### src/rtl/c7b_biu_rd_arb.sv
// c7b_biu_rd_arb: N-channel AXI read front end, one AR outstanding, R beats routed to the granted client.
// Define C7B_BIU_RD_RR_EN for round-robin arbitration; otherwise fixed priority (lowest index wins).
module c7b_biu_rd_arb #(
  parameter int NCH       = 3,
  parameter int AW        = 32,
  parameter int DW        = 64,
  parameter int IDW       = 4,
  parameter int ID_BASE   = 0,
  parameter int BURST_LEN = 4
) (
  input  logic              clk,
  input  logic              resetn,
  input  logic [NCH-1:0]    cl_req,
  input  logic [NCH*AW-1:0] cl_addr,
  input  logic [NCH-1:0]    cl_single,
  input  logic [NCH-1:0]    cl_cancel,
  output logic [NCH-1:0]    cl_ack,
  output logic [NCH-1:0]    cl_data_valid,
  output logic [NCH-1:0]    cl_data_last,
  output logic [NCH-1:0]    cl_fault,
  output logic [DW-1:0]     cl_data,
  output logic              arvalid,
  input  logic              arready,
  output logic [IDW-1:0]    arid,
  output logic [AW-1:0]     araddr,
  output logic [7:0]        arlen,
  output logic [2:0]        arsize,
  output logic [1:0]        arburst,
  output logic              arlock,
  output logic [3:0]        arcache,
  output logic [2:0]        arprot,
  input  logic              rvalid,
  output logic              rready,
  input  logic [IDW-1:0]    rid,
  input  logic [DW-1:0]     rdata,
  input  logic [1:0]        rresp,
  input  logic              rlast
);
  localparam int GW = NCH > 1 ? $clog2(NCH) : 1;
  localparam logic [2:0] ASZ = 3'($clog2(DW/8));
  typedef enum logic [1:0] {IDLE, AR, R} state_t;
  state_t state, state_nx;
  logic [GW-1:0] gnt, sel;
  logic [NCH-1:0] onehot, dv;
  logic [4:0] cnt;
  logic any_req, grant, beat, ovr, fin, flt, canc, canc_q;
`ifdef C7B_BIU_RD_RR_EN
  logic [GW-1:0] ptr;
  // Later iterations overwrite earlier ones, so the channel right after ptr wins.
  always_comb begin
    sel = '0;
    any_req = 1'b0;
    for (int k = NCH-1; k >= 0; k--)
      if (cl_req[(int'(ptr)+1+k)%NCH]) begin
        sel = GW'((int'(ptr)+1+k)%NCH);
        any_req = 1'b1;
      end
  end
  always_ff @(posedge clk or negedge resetn)
    if (!resetn) ptr <= GW'(NCH-1);
    else if (arvalid && arready) ptr <= gnt;
`else
  always_comb begin
    sel = '0;
    any_req = 1'b0;
    for (int k = NCH-1; k >= 0; k--)
      if (cl_req[k]) begin
        sel = GW'(k);
        any_req = 1'b1;
      end
  end
`endif
  assign grant   = state == IDLE && any_req;
  assign arvalid = state == AR;
  assign rready  = state == R;
  assign arlock  = 1'b0;
  assign arcache = 4'd0;
  assign arprot  = 3'd0;
  assign onehot  = NCH'(1) << gnt;
  assign cl_ack  = (arvalid && arready) ? onehot : '0;
  assign beat    = rready && rvalid && rid == arid;
  // A beat beyond arlen+1 without rlast is the overrun beat: faulted and forced last.
  assign ovr     = {3'd0, cnt} == arlen + 8'd1;
  assign fin     = rlast || ovr;
  assign flt     = rresp != 2'b00 || ovr || (rlast && {3'd0, cnt} != arlen);
  assign canc    = state != IDLE && (canc_q || cl_cancel[gnt]);
  assign dv      = (beat && !canc) ? onehot : '0;
  always_ff @(posedge clk or negedge resetn)
    if (!resetn) state <= IDLE;
    else state <= state_nx;
  always_comb begin
    state_nx = state;
    case (state)
      IDLE:    state_nx = any_req ? AR : IDLE;
      AR:      state_nx = arready ? R : AR;
      R:       state_nx = (beat && fin) ? IDLE : R;
      default: state_nx = IDLE;
    endcase
  end
  always_ff @(posedge clk or negedge resetn)
    if (!resetn) begin
      gnt           <= '0;
      araddr        <= '0;
      arid          <= '0;
      arlen         <= '0;
      arsize        <= '0;
      arburst       <= '0;
      cnt           <= '0;
      canc_q        <= 1'b0;
      cl_data_valid <= '0;
      cl_data_last  <= '0;
      cl_fault      <= '0;
      cl_data       <= '0;
    end else begin
      cl_data_valid <= dv;
      cl_data_last  <= dv & {NCH{fin}};
      cl_fault      <= dv & {NCH{flt}};
      if (dv != '0) cl_data <= rdata;
      if (grant) begin
        gnt     <= sel;
        araddr  <= cl_addr[sel*AW +: AW];
        arid    <= IDW'(ID_BASE) + IDW'(sel);
        arlen   <= cl_single[sel] ? 8'd0 : 8'(BURST_LEN-1);
        arsize  <= ASZ;
        arburst <= cl_single[sel] ? 2'b01 : 2'b10;
        cnt     <= '0;
        canc_q  <= 1'b0;
      end else begin
        canc_q <= canc;
        if (beat) cnt <= cnt + 5'd1;
      end
    end
endmodule
### config.mk
export PLATFORM = sky130hd
export DESIGN_NAME = c7b_biu_rd_arb
export DESIGN_NICKNAME = d
export VERILOG_FILES = /design/src/rtl/c7b_biu_rd_arb.sv
export SDC_FILE = /design/constraint.sdc
export NUM_CORES = 1
export LEC_CHECK = 0
export BUFFER_PORTS_ARGS = -buffer_cell sky130_fd_sc_hd__buf_2
export CORE_AREA = 2 2 123 125
export DETAILED_ROUTE_END_ITERATION = 10
export DIE_AREA = 0 0 125 127
export PLACE_DENSITY_LB_ADDON = 0.1
export SLEW_MARGIN = 20
export SYNTH_ARGS = -nofsm -noshare
export SYNTH_HDL_FRONTEND = slang
export SYNTH_SLANG_ARGS = --single-unit
export TNS_END_PERCENT = 100
### constraint.sdc
create_clock -name clk -period 2.6 [get_ports clk]
set_input_delay 0.52 -clock clk [delete_from_list [all_inputs] [get_ports clk]]
set_output_delay 0.52 -clock clk [all_outputs]
set_load 0.01 [all_outputs]
==> metrics.cfg, run 1 <==
[status]
status = completed

[floorplanning]
dieArea_um2 = 15900
ioPinCount = 315
start_util = 0.398
fp.dieW_um = 125
dieHeight_um = 127
rows = 44
core_region_area_um2 = 14400

[placement]
gp_congestion = 0.835
port_buffers = 297
pre_cts_ws_ns = 0.371
dp_hpwl_mm = 11.0

[clocking]
cts.htree.levels = 4
postCtsHoldBufs = 0
cts_resized = 0
root_buffer = clkbuf_16
cts_tree = yes
post-cts-setup-buffers = 0
cts-buffers-inserted = 17
clk_latency_ns = 0.41
clockBufferDepth = 2
path_clk_slew_ns = 0.06
cts.sinks = 118

[timing]
finClkSkew_ns = 0.00581
timing.slew.headroom = 0.585
fmax_mhz = 452
max_slew.worst_pin.slew_ns = 0.621
hold_viol = 0
fin_ws_ns = 0.389
finalCritPeriodShare = 0.851
min_period_ns = 2.21
rsz0062_at_grt = false
finalSetupTns_ns = 0
setup_viol = 0
final-max-slew-violation-count = 0

[final_layout]
num_antenna_cells = 0
syn2layout_area_growth_pct = 37.7
final_common_cell = buf_2
final_cell_mix = buf_2, dfrtp_1, mux2_4
final_nets = 912
layout-drive-gt1-share = 0.595

[setup_path]
cp-end-kind = flop
timing.rr.start = gnt[1]$_DFFE_PN0N_
crit_path_start = gnt[1]$_DFFE_PN0N_
arrival_ns = 2.50
crit_path_max_fanout = 19
cp_data_required_time_ns = 2.89
critical_path_class = reg2reg
setup.worst_path.start_class = flop

[power_and_ir_drop]
pwr-share-comb = 0.332
switching_share = 0.326
p_sw_w = 0.00252
p_per_area_nw_per_um2 = 975
vdd_ir_drop_max_v = 0.000453
internal_power_w = 0.00520
power.share.clock = 0.293
p_leak_nw = 4.59
sequentialPowerShare = 0.375

[synthesis]
synth_cells = 432
synth_top_area_share = 0.514
ys_types = 41
ys_ff_latch = 118
yosysTopAreaCell = dfrtp_1
yosysSeqAreaShare = 0.514
synth_warnings = 0
syn_area_per_cell_um2 = 13.3
netlist_area_um2 = 5740
synth_area_leaders = dfrtp_1, mux2_4, mux2_2

[global_route]
grt_pass1_vias = 4473
track_usage = 0.181
grt_antenna_before_repair = 0
grt_pass1_wl_mm = 22.7
grt_max_degree = 61
gr-total-overflow = 0

[route]
vias_per_cell = 4.66
highest_layer = met4
num_vias = 4328
drt_iter0_markers = 129
firstDrtPassIters = 4
met1_length_mm = 5.87
post_drt_wl_per_cell_um = 15.4
antenna_left = 0
wl_met3_mm = 1.14
detail_route.drc_violations = 0
wl_met2_mm = 6.95
wl_mm = 14.3

[job]
max-cap-violations = 0

[hold_path]
hp-class = in2async

-- power groups by stage --
stage	Sequential (W)	Combinational, W	Clock (W)
finish	0.00289	0.00256	0.00226
global route	0.00300	0.00281	0.00241
CTS	0.00290	0.00261	0.00231
detailed placement	0.00292	0.00261	0
global placement	0.00291	0.00257	0
floorplan	0.00315	0.00124	0
-- per-stage QoR --
step / utilization / hold WS, ns / area [um^2] / instances / power [W]
floorplan: - / 0.224 / 5800 / 448 / 0.00440
global placement: 0.508 / 0.459 / 7320 / 896 / 0.00548
detailed placement: 0.508 / 0.468 / 7320 / 896 / 0.00553
CTS: 0.548 / 0.0487 / 7910 / 928 / 0.00782
global route: 0.548 / 0.0699 / 7910 / 928 / 0.00822
finish: 0.548 / 0.0495 / 7910 / 928 / 0.00771
-- kinds of logic after synthesis --
| family | synth area share |
|---|---|
| AOI/OAI and AO/OA | 0.0510 |
| xor gates and xnor gates | 0.00589 |
| adders and majority gates | 0.00218 |
| buffers and inverters | 0.0650 |
| DFF | 0.514 |
| muxes | 0.292 |
| other | 0.000653 |
| and+or+nand+nor | 0.0687 |
-- sequential cells by signal, summed over array words and instances (netlist names) --
name,count
araddr,32
arburst,1
arlen,1
arsize,1
canc_q,1
cl_data,64
cl_data_last,3
cl_data_valid,3
cl_fault,3
cnt,5
gnt,2
state,2
-- layout make-up --
type,count,area (um^2)
flip-flops and latches,118,2950
multi-input cells,284,2500
clock buffers,17,425
clock inverters,15,158
inverters,2,7.51
repair buffers,308,1630
well taps,184,230
fillers,1253,6520
-- metal layers --
layer,global-route usage,vias up
li1,-,2076
met1,0.211,2022
met2,0.310,207
met4,0.0791,0
met5,0,-
met3,0.0553,23
-- synth_stat cells (all sizes together) --
cell type	n
o31ai	1
nand3	2
o31a	1
nor3	7
ha	1
o211ai	1
clkbuf	8
o21a	2
inv	2
conb	1
nand2	42
a2111oi	2
a21oi	1
xnor2	3
nor4	1
nand3b	1
or2b	1
nor2b	3
mux2i	37
mux2	96
nor2	13
nor3b	2
and2b	1
a22oi	1
buf	36
a22o	2
or3b	1
o21ai	35
nand2b	5
dfrtp	118
and4	1
a221o	1
nand4	2
and3	1
-- critical path, stage by stage (launching register included) --
cell and delay, ns:
dfrtp_1 0.52, nand2b_1 0.21, a221o_2 0.43, nand3_4 0.35, buf_12 0.24, mux2_4 0.31
-- final timing paths --
path                                      endpoint  slack [ns]  cells after the start
min in group clk           cl_data[47]$_DFFE_PN0P_        0.34                      2
hold / removal             cl_data[39]$_DFFE_PN0P_        0.05                      1
max in group asynchronous   cl_data[2]$_DFFE_PN0P_        1.94                      2
setup reg to reg            cl_data[2]$_DFFE_PN0P_        0.39                      5
setup / recovery            cl_data[2]$_DFFE_PN0P_        0.39                      5
hold reg to reg              araddr[8]$_DFFE_PN0N_        0.48                      2
Note: power is estimated with default switching activity, not from simulation.
==> run 2: changes to the inputs <==
Settings changed: ABC_AREA set to 1.
==> run 2 against run 1 <==
Register-to-register slack improved by 0.22 ns; critical path depth shrank 2; final cell count increased by 22%; clock power is 6% higher; sequential share of layout area increased by 0.64 points; via count grew 31%; final area is 1.7% lower; combinational power grew 12%; clock skew grew 0.0020 ns; total power is 5.3% higher; sequential power barely moved; wire length rose by 26%; highest routed layer unchanged.
==> metrics.cfg, run 2 <==
[synthesis]
synth_cells = 658
yosys-top-cells-count = nand2_1, dfrtp_1, nand4_1, a21oi_1, nor2_1
yosysSeqAreaShare = 0.514
synth_top_area_share = 0.514
yosysTopAreaCell = dfrtp_1
syn_area_per_cell_um2 = 8.73
ys_ff_latch = 118
ys.flop_type = dfrtp_1
synth.most_common_cell = nand2_1
synth_warnings = 0
ys_types = 28
netlist_area_um2 = 5740
synth_area_leaders = dfrtp_1, nand2_1, nand4_1
synth-edff-count = 0
async_flop_share = 1.00

[placement]
place_inst = 1099
gp_congestion = 0.832
port_buffers = 297
pre_cts_ws_ns = 0.601
dp_hpwl_mm = 12.7

[timing]
setup_viol = 0
finalCritPeriodShare = 0.789
rsz0062_at_grt = false
hold_viol = 0
max_slew.worst_pin.slew_ns = 0.672
min_period_ns = 2.05
fmax_mhz = 488
finClkSkew_ns = 0.00780
final-max-slew-violation-count = 0
timing.slew.headroom = 0.552
finalSetupTns_ns = 0
fin_ws_ns = 0.549
whs_ns = 0.161

[setup_path]
cp-end-kind = output pin
cp_data_required_time_ns = 2.08
setup.worst_path.start_class = flop
path_cells = inv_2 > nor3_1 > buf_2
arrival_ns = 1.53
critical-path-max-stage-delay_ns = 0.59
slowest_stage = dfrtp_1
critical_path_class = reg2out
crit_path_max_fanout = 10

[final_layout]
layout-drive-gt1-share = 0.404
reg.largest.list = cl_data x64, araddr x32, cnt x5
syn2layout_area_growth_pct = 35.4
final_common_cell = buf_2
top_register = cl_data
final_cell_mix = buf_2, nand2_1, dfrtp_1
stdcell_count = 1132
final_nets = 1115
largest_reg_flops = 64
area.sequential_um2 = 2950
fin_util = 0.539
multi_input_area_um2 = 2290
nFillCells = 1440

[route]
wl_mm = 18.0
post_drt_wl_per_cell_um = 15.9
antenna_left = 0
vias_per_cell = 5.00
drt_iter0_markers = 331
firstDrtPassIters = 4
num_vias = 5664
detail_route.drc_violations = 0

[power_and_ir_drop]
p_sw_w = 0.00303
switching_share = 0.373
vdd_ir_drop_max_v = 0.000609
p_leak_nw = 4.35
internal_power_w = 0.00509
power.share.clock = 0.295
pwr-share-comb = 0.352
sequentialPowerShare = 0.353
p_per_area_nw_per_um2 = 1050

[clocking]
path_clk_slew_ns = 0.06
clockBufferDepth = 2
cts.sinks = 118
cts_resized = 0
clk_latency_ns = 0.41
root_buffer = clkbuf_16
postCtsHoldBufs = 0
cts_tree = yes
post-cts-setup-buffers = 0
cts.htree.levels = 4
cts-buffers-inserted = 17

[floorplanning]
start_util = 0.398
dieHeight_um = 127
core_region_area_um2 = 14400
rows = 44
dieArea_um2 = 15900
ioPinCount = 315
fp.dieW_um = 125

[status]
status = completed

[global_route]
track_usage = 0.227
grt_max_degree = 119
gr-total-overflow = 0
grt_antenna_before_repair = 2
grt_pass1_wl_mm = 28.7
grt_pass1_vias = 5439

[hold_path]
hp-class = in2async

[job]
max-cap-violations = 0

run 2: cell count changes in the layout (fill, tap and decap cells not counted), sizes merged, moves of 31 or more:
| cell | before | now |
|---|---|---|
| nand2 | 42 | 173 |
| mux2 | 96 | 0 |
| nand4 | 2 | 64 |
| a21oi | 1 | 61 |
| mux2i | 37 | 0 |
| nor2 | 13 | 47 |
| or2 | 0 | 31 |
run 2: power groups by stage:
stage	Combinational, W	Sequential [W]	Clock [W]
3_5_place_dp	0.00289	0.00288	0
5_1_grt	0.00318	0.00296	0.00252
2_1_floorplan	0.00146	0.00314	0
4_1_cts	0.00289	0.00287	0.00243
3_3_place_gp	0.00288	0.00287	0
6_report	0.00286	0.00287	0.00239
run 2: area by class of cell:
type / instances / share of cell area
timing repair buffer: 311 / 0.207
antenna: 2 / 0.000644
clock inverter: 12 / 0.0198
sequential: 118 / 0.380
tap: 184 / 0.0296
clock buffer: 19 / 0.0583
inverter: 21 / 0.0101
multi-input combinational: 465 / 0.295
run 2: critical path, delay by kind of cell (launching register included):
| family | cells | cell delay [ns] |
|---|---|---|
| DFF | 1 | 0.59 |
| and+or+nand+nor | 1 | 0.22 |
| buffers and inverters | 2 | 0.31 |
run 2: cells by family after synthesis:
logic type	count (synthesis)	share of synthesized area
compound gates	102	0.105
xor+xnor	3	0.00458
fa+ha+maj	1	0.00218
buf+inv	91	0.0974
flops	118	0.514
other cells	1	0.000653
simple gates	342	0.276
run 2: final timing paths:
| check | start | to | slack, ns | depth (start not counted) |
|---|---|---|---|---|
| worst max register to register | gnt[1]$_DFFE_PN0N_ | cl_data[38]$_DFFE_PN0P_ | 0.61 | 7 |
| min in group clk | arready | state[0]$_DFF_PN0_ | 0.31 | 2 |
| max in group asynchronous | resetn | cl_fault[0]$_DFF_PN0_ | 1.90 | 2 |
| worst min-delay path | resetn | cl_data[32]$_DFFE_PN0P_ | 0.16 | 2 |
| worst min register to register | cl_data[60]$_DFFE_PN0P_ | cl_data[60]$_DFFE_PN0P_ | 0.46 | 2 |
| worst max-delay path | gnt[1]$_DFFE_PN0N_ | cl_ack[2] | 0.55 | 3 |
run 2: per-layer routing:
metal | wire length (um) | vias up | share of wire | global-route usage
li1 | - | 2740 | - | -
met1 | 7750 | 2654 | 0.43 | 0.294
met2 | 8560 | 245 | 0.47 | 0.362
met3 | 1340 | 25 | 0.074 | 0.0653
met4 | 371 | 0 | 0.021 | 0.0889
met5 | 0 | - | 0 | 0
run 2: metrics by stage:
stage	area, um^2	total power, W
after global placement	7160	0.00575
after global routing	7770	0.00866
final	7770	0.00812
after floorplan	5800	0.00460
after detailed placement	7160	0.00577
after CTS	7770	0.00819
==> run 3: changes to the inputs <==
Settings changed: ABC_AREA 1 to 0, CORE_AREA 2 2 123 125 to unset, CORE_MARGIN set to 2, CORE_UTILIZATION set to 41, DIE_AREA 0 0 125 127 to unset.
Clock period 2.6 ns to 1.74 ns, I/O delays scaled along.
==> run 3 against run 2 <==
The run now ends with setup timing left; largest cell class unchanged; clock-buffer cell count is 7 higher; first-iteration DRC count is 64% lower; final area is 8.9% higher; non-clock buffer count is 28 higher; critical path depth is 3 higher; sequential power is 51% higher.
==> metrics.cfg, run 3 (same netlist as run 1, synthesis figures left out) <==
[hold_path]
hold_start = rdata[52]
hold_path_depth = 2
hp-class = in2reg

[final_layout]
area.sequential_um2 = 2960
final_nets = 943
num_antenna_cells = 0
layout-drive-gt1-share = 0.621
syn2layout_area_growth_pct = 47.5
final_cell_mix = buf_2, dfrtp_1, mux2_4
multi_input_area_um2 = 2550
final_common_cell = buf_2
largest_reg_flops = 64
top_register = cl_data
nFillCells = 1142
final_area_um2 = 8470
reg.largest.list = cl_data x64, araddr x32, cnt x5

[clocking]
cts.htree.levels = 4
path_clk_slew_ns = 0.05
clockBufferDepth = 2
clk_latency_ns = 0.41
root_buffer = clkbuf_16
cts-buffers-inserted = 17
cts.sinks = 118
cts_tree = yes

[setup_path]
cp-end-kind = flop
regToRegEndpoint = cl_data[51]$_DFFE_PN0P_
crit_end = cl_data[51]$_DFFE_PN0P_
setup.worst_path.start_class = flop
crit_path_max_fanout = 5
r2r_slack_ns = -0.13
cp_data_required_time_ns = 2.04
timing.rr.start = gnt[1]$_DFFE_PN0N_
crit_path_start = gnt[1]$_DFFE_PN0N_
critical_path_class = reg2reg
arrival_ns = 2.17
reg2regPathDepth = 6

[route]
wl_mm = 15.9
vias_per_cell = 4.72
post_drt_wl_per_cell_um = 16.7
num_vias = 4507
drt_iter0_markers = 120
detail_route.drc_violations = 0
firstDrtPassIters = 4
antenna_left = 0

[floorplanning]
rows = 43
dieHeight_um = 122
core_region_area_um2 = 13800
dieArea_um2 = 15000
ioPinCount = 315
fp.dieW_um = 122
start_util = 0.417

[placement]
pre_cts_ws_ns = -0.167
port_buffers = 297
dpl-instance-area_um2 = 7420
dp_hpwl_mm = 10.9
gp_congestion = 0.764

[timing]
finalSetupTns_ns = -6.01
rsz0062_at_grt = true
finClkSkew_ns = 0.00663
fmax_mhz = 535
finalCritPeriodShare = 1.07
fin_ws_ns = -0.128
final-max-slew-violation-count = 0
hold_viol = 0
min_period_ns = 1.87
setup_viol = 68

[job]
max-cap-violations = 0

[global_route]
use_met3 = 0.0716
track_usage = 0.203
use_met2 = 0.355
top_usage_layer = met2
grt_max_degree = 61
gr-total-overflow = 0
grt_antenna_before_repair = 1
met1_usage = 0.227
grt_pass1_wl_mm = 22.9
grt_pass1_vias = 4421

[power_and_ir_drop]
p_leak_nw = 4.90
p_per_area_nw_per_um2 = 1420
vdd_ir_drop_max_v = 0.000686

[status]
violations = setup timing
status = finished with violations

[run 3: changes by cell type in the layout (fill, tap and decap cells not counted), sizes merged, moves of 12 or more]
| cell | before | now |
|---|---|---|
| nand2 | 173 | 42 |
| or2 | 31 | 0 |
| o21ai | 9 | 35 |
| a21oi | 61 | 1 |
| o211ai | 30 | 1 |
| nand3 | 19 | 2 |
| nor2 | 47 | 13 |
| nand4 | 64 | 2 |
| mux2 | 0 | 96 |
| buf | 311 | 333 |
| mux2i | 0 | 37 |
| inv | 21 | 2 |
| clkbuf | 19 | 31 |
[run 3: metal layers]
layer | routed length (um) | part of all wire | vias up
li1 | - | - | 2141
met1 | 6040 | 0.38 | 2136
met2 | 8220 | 0.52 | 199
met3 | 1360 | 0.085 | 27
met4 | 287 | 0.018 | 4
met5 | 34 | 0.0021 | -
[run 3: worst max-delay path: stages (launching register included)]
cell and delay, ns:
dfrtp_2 0.46, nand2b_4 0.16, a221o_2 0.39, nand3_4 0.13, buf_4 0.17, clkbuf_16 0.15, mux2_4 0.30
[run 3: how the worst min path moves through the flow]
stage | slack (ns) | to
6_report | 0.16 | cl_data[52]$_DFFE_PN0P_
4_1_cts | 0.14 | state[0]$_DFF_PN0_
2_1_floorplan | 0.05 | araddr[0]$_DFFE_PN0N_
3_3_place_gp | 0.26 | cl_data[39]$_DFFE_PN0P_
3_5_place_dp | 0.26 | cl_data[39]$_DFFE_PN0P_
5_1_grt | 0.14 | cl_data[56]$_DFFE_PN0P_
[run 3: cell type report]
cell class              count  share of cell area
repair buffers            339               0.250
multi-input cells         284               0.301
well taps                 180              0.0266
inverters                   2            0.000887
clock inverters             6              0.0103
clock buffers              26              0.0625
flip-flops and latches    118               0.349
[run 3: through the flow]
| stage | power [W] | hold slack, ns | instances | utilization |
|---|---|---|---|---|
| floorplan | 0.00658 | 0.0524 | 448 | - |
| global placement | 0.00827 | 0.256 | 902 | 0.539 |
| detailed placement | 0.00839 | 0.259 | 902 | 0.539 |
| CTS | 0.0121 | 0.140 | 944 | 0.600 |
| global route | 0.0128 | 0.143 | 955 | 0.615 |
| finish | 0.0121 | 0.160 | 955 | 0.615 |
[run 3: repair_timing]
| item | in CTS | in global routing |
|---|---|---|
| pin swaps | 1 | 5 |
| hold endpoints to repair | 19 | 0 |
| endpoints found under the setup margin | 67 | 71 |
| gates resized for setup | 11 | 14 |
| buffers inserted | 4 | 7 |
| gates cloned | 5 | 5 |
| hold buffers | 1 | 0 |
[run 3: where the power goes]
group / total [W] / leakage, nW / internal, W / switching (W)
logic: 0.00417 / 3.05 / 0.00216 / 0.00202
clock network: 0.00358 / 0.295 / 0.00237 / 0.00120
registers: 0.00432 / 1.56 / 0.00373 / 0.000586
total: 0.0121 / 4.90 / 0.00826 / 0.00381
